===== config.mk =====
export PLATFORM = sky130hd
export DESIGN_NAME = pp_input_cond
export DESIGN_NICKNAME = d
export VERILOG_FILES = /design/src/rtl/pp_pkg.sv /design/src/rtl/pp_debounce.sv /design/src/rtl/pp_input_cond.sv
export SDC_FILE = /design/constraint.sdc
export NUM_CORES = 1
export LEC_CHECK = 0
export CAP_MARGIN = 10
export CORE_AREA = 8 8 50 48
export DETAILED_ROUTE_END_ITERATION = 6
export DIE_AREA = 0 0 58 56
export PLACE_DENSITY_LB_ADDON = 0.1
export SLEW_MARGIN = 20
export SYNTH_ARGS = -nofsm -noshare
export SYNTH_HDL_FRONTEND = slang
export SYNTH_HIERARCHICAL = 1
export SYNTH_SLANG_ARGS = --single-unit

===== constraint.sdc =====
create_clock -name Clk -period 1.4 [get_ports Clk]
set_input_delay 0.21 -clock Clk [delete_from_list [all_inputs] [get_ports Clk]]
set_output_delay 0.21 -clock Clk [all_outputs]
set_load 0.01 [all_outputs]

===== src/rtl/pp_pkg.sv =====
// rtl/pp_pkg.sv - shared constants for the PP_1 input conditioning and state machine
package pp_pkg;

  localparam int PP_DB_CYCLES_DEFAULT = 4;

  // PP_1 state encodings, shared so both stages and their benches agree
  localparam logic [1:0] SA = 2'b00;
  localparam logic [1:0] SB = 2'b01;
  localparam logic [1:0] SC = 2'b10;
  localparam logic [1:0] SD = 2'b11;

endpackage


===== src/rtl/pp_debounce.sv =====
// rtl/pp_debounce.sv - one input channel: synchroniser, debounce counter, rising-edge request
module pp_debounce
  import pp_pkg::*;
#(
  parameter int DB_CYCLES = PP_DB_CYCLES_DEFAULT
) (
  input  logic Clk,
  input  logic Rst,
  input  logic raw,
  output logic req,
  output logic active
);

  localparam int CNT_W = $clog2(DB_CYCLES + 1);
  localparam logic [CNT_W-1:0] CNT_LAST = CNT_W'(DB_CYCLES - 1);

  logic             r_s1;
  logic             r_s2;
  logic             r_db;
  logic             r_db_q;
  logic [CNT_W-1:0] r_cnt;

  logic w_differs;
  logic w_accept;

  assign w_differs = (r_s2 != r_db);
  assign w_accept  = w_differs && (r_cnt == CNT_LAST);

  always_ff @(posedge Clk or negedge Rst) begin
    if (!Rst) begin
      r_s1   <= 1'b0;
      r_s2   <= 1'b0;
      r_db   <= 1'b0;
      r_db_q <= 1'b0;
      r_cnt  <= '0;
    end else begin
      r_s1   <= raw;
      r_s2   <= r_s1;
      r_db_q <= r_db;
      // a level that reverts before acceptance restarts the count from zero
      if (!w_differs) begin
        r_cnt <= '0;
      end else if (w_accept) begin
        r_db  <= r_s2;
        r_cnt <= '0;
      end else begin
        r_cnt <= r_cnt + CNT_W'(1);
      end
    end
  end

  assign req    = r_db & ~r_db_q;
  assign active = (r_cnt != '0);

endmodule


===== src/rtl/pp_input_cond.sv =====
// rtl/pp_input_cond.sv - debounced, arbitrated x/y pulse generator feeding PP_1
module pp_input_cond
  import pp_pkg::*;
#(
  parameter int DB_CYCLES = PP_DB_CYCLES_DEFAULT
) (
  input  logic Clk,
  input  logic Rst,
  input  logic btn_x,
  input  logic btn_y,
  output logic x,
  output logic y,
  output logic busy
);

  logic w_req_x;
  logic w_req_y;
  logic w_act_x;
  logic w_act_y;
  logic w_ex;
  logic w_ey;
  logic w_x_nxt;
  logic w_y_nxt;
  logic w_pend_x_nxt;
  logic w_pend_y_nxt;

  logic r_pend_x;
  logic r_pend_y;

  pp_debounce #(
    .DB_CYCLES(DB_CYCLES)
  ) u_db_x (
    .Clk    (Clk),
    .Rst    (Rst),
    .raw    (btn_x),
    .req    (w_req_x),
    .active (w_act_x)
  );

  pp_debounce #(
    .DB_CYCLES(DB_CYCLES)
  ) u_db_y (
    .Clk    (Clk),
    .Rst    (Rst),
    .raw    (btn_y),
    .req    (w_req_y),
    .active (w_act_y)
  );

  assign w_ex = w_req_x | r_pend_x;
  assign w_ey = w_req_y | r_pend_y;

  // a pending channel beats a fresh request; otherwise X has priority
  always_comb begin
    w_x_nxt      = 1'b0;
    w_y_nxt      = 1'b0;
    w_pend_x_nxt = r_pend_x;
    w_pend_y_nxt = r_pend_y;
    if (w_ex && w_ey) begin
      if (r_pend_y && !r_pend_x) begin
        w_y_nxt      = 1'b1;
        w_pend_y_nxt = 1'b0;
        w_pend_x_nxt = 1'b1;
      end else begin
        w_x_nxt      = 1'b1;
        w_pend_x_nxt = 1'b0;
        w_pend_y_nxt = 1'b1;
      end
    end else if (w_ex) begin
      w_x_nxt      = 1'b1;
      w_pend_x_nxt = 1'b0;
    end else if (w_ey) begin
      w_y_nxt      = 1'b1;
      w_pend_y_nxt = 1'b0;
    end
  end

  always_ff @(posedge Clk or negedge Rst) begin
    if (!Rst) begin
      r_pend_x <= 1'b0;
      r_pend_y <= 1'b0;
      x        <= 1'b0;
      y        <= 1'b0;
      busy     <= 1'b0;
    end else begin
      r_pend_x <= w_pend_x_nxt;
      r_pend_y <= w_pend_y_nxt;
      x        <= w_x_nxt;
      y        <= w_y_nxt;
      busy     <= w_act_x | w_act_y | r_pend_x | r_pend_y;
    end
  end

endmodule


==> metrics.csv <==
metric;value;unit
reg2reg_slack;0.14;ns
cp_data_arrival_time;1.43;ns
grt_pass1_vias;386;
syn-num-nets;59;
yosysSeqAreaShare;0.644;
yosys_warnings;6;
finalNonFillerCells;78;
grt_usage;0.0727;
drt_iter0_drc;5;
layout_commonest_cell;dfrtp_1;
htreeDepth;1;
final_design_area_no_fill;861;sq um
dp_cells;74;
synth_xor_area_frac;0.0237;
die_h;56;um
r2r_start;u_db_y/r_cnt[0];
hpwlAfterDp;672;um
grt_pass1_wl;1740;um
period_needed;1.26;ns
worstRegToRegCells;4;
synth_cell_type_count;16;
hold_ws;0.233;ns
ir_drop;871;uV
fmax;796;MHz
final_nets;71;
core.rowCount;14;
fin_ws;0.144;ns
crit_type;flip-flop to flip-flop;
core_region_area;1580;sq um
die_w;58;um
status;complete, no violations;
utilization;0.546;
synth_compound_area_frac;0.0203;
avgSynthCellArea;14.5;sq um
clk_pin_slew;0.11;ns
n_antenna_cell;0;
place_area;826;sq um
clkLatencyLatePin;0.29;ns
vias;388;
power;1.53;mW
first_pass_iters;2;
crit_fanout;3;
place_ws;0.148;ns
cts_sinks;19;
cp-end-kind;flip-flop;
wl_per_cell;12.2;um
finalHoldViolCount;0;
wl;955;um
syn_inst;51;
ys_ff_latch;19;
setup_viol;0;
cts_tree;yes;
hold_class;primary input to async pin;
setup-tns-final;0;ns
cts_made_buffers;3;
drv_cap;0;
finalClockSkew;0.000551;ns
initial_utilization;0.468;
rsz0062_at_grt;no;
drive_gt1_frac;0.226;
power_leakage;0.429;nW
syn_to_final_growth;16.6;%
gr-total-overflow;0;
synth_top_family_by_area;simple AND/OR/NAND/NOR gates;
required;1.57;ns
yosys.area_share.simple;0.188;
clock-root-buffer;clkbuf_4;
antenna_found_initial;0;
crit_start;u_db_y/r_cnt[0];
die-area;3250;sq um
syn-cell-area;738;sq um
synth_top_area_share;0.644;
synth_fa_ha_area_frac;0.0678;
slew_headroom;0.772;
finalCritPeriodShare;0.897;
clock_path_buffers;2;
drc;0;
p_per_area;1780;nW/um^2
crit_path_start_kind;flip-flop;
globalplace.congestion;0.712;
drt-vias-per-instance;4.97;
yosys.area.top_type;dfrtp_1;
synthMuxAreaShare;0.0305;
grt_max_degree;20;
num_io_pins;7;
io_buffer_count;6;
tightest_slew;0.340;ns
final_cell_mix;dfrtp_1, inv_1, ha_1;
drtAntennaViolNets;0;
synthTopCellsByArea;dfrtp_1, ha_1, nor2b_4, nor3b_2, mux2_2;
r2r_end;busy;
drv_slew;0;
==> final cells by class <==
| cell class | count | area [sq um] |
|---|---|---|
| clock inverters | 1 | 5.00 |
| flip-flops and latches | 19 | 475 |
| repair buffers | 7 | 75.1 |
| well taps | 16 | 20.0 |
| inverters | 5 | 18.8 |
| multi-input cells | 27 | 244 |
| fillers | 132 | 716 |
| clock buffers | 3 | 22.5 |
==> what timing repair did <==
item,in CTS,in global routing
hold buffers,0,0
setup buffers,0,0
endpoints found under the setup margin,0,3
gates resized for setup,0,3
==> routing by layer <==
| layer | vias to the layer above | share of wire | wire [um] | global-route usage |
|---|---|---|---|---|
| met5 | - | 0 | 0 | 0 |
| met2 | 9 | 0.43 | 414 | 0.0971 |
| met4 | 0 | 0.010 | 10 | 0.0524 |
| met1 | 190 | 0.50 | 481 | 0.0821 |
| met3 | 2 | 0.050 | 48 | 0.0439 |
| li1 | 187 | - | - | - |
==> logic make-up after synthesis <==
kind of cell / after synthesis
xor gates and xnor gates: 2
DFF: 19
AOI/OAI and AO/OA: 2
and+or+nand+nor: 17
buffers and inverters: 5
adders and majority gates: 4
muxes: 2
==> sequential cells by signal (all words and copies together), names as in the netlist <==
| signal | cells |
|---|---|
| busy | 1 |
| r_pend_x | 1 |
| r_pend_y | 1 |
| u_db_x/r_cnt | 3 |
| u_db_x/r_db | 1 |
| u_db_x/r_db_q | 1 |
| u_db_x/r_s1 | 1 |
| u_db_x/r_s2 | 1 |
| u_db_y/r_cnt | 3 |
| u_db_y/r_db | 1 |
| u_db_y/r_db_q | 1 |
| u_db_y/r_s1 | 1 |
| u_db_y/r_s2 | 1 |
| x | 1 |
| y | 1 |
==> critical path, cell delays in order, from the launching register on <==
cell and delay, ns:
dfrtp_1 0.41, inv_1 0.06, ha_1 0.13, nand2b_1 0.05, or4_1 0.49
==> Yosys cell counts (all sizes together) <==
| library cell | count |
|---|---|
| inv | 5 |
| ha | 4 |
| nor3b | 5 |
| dfrtp | 19 |
| xnor2 | 2 |
| mux2 | 2 |
| o22a | 1 |
| or4 | 1 |
| and2b | 1 |
| nor3 | 2 |
| or2 | 1 |
| a21oi | 1 |
| nand2b | 3 |
| nor2b | 4 |
==> worst max path at each step <==
stage           end  slack, ns
2_1_floorplan  busy       0.19
3_3_place_gp   busy       0.17
3_5_place_dp   busy       0.15
4_1_cts           y      0.007
5_1_grt        busy       0.06
6_report       busy       0.14
==> where the power goes <==
group | switching [mW] | internal [mW]
combinational | 0.195 | 0.271
sequential | 0.0869 | 0.705
clock | 0.164 | 0.106
total | 0.447 | 1.08
No activity file was read; power rests on OpenSTA's default activity.
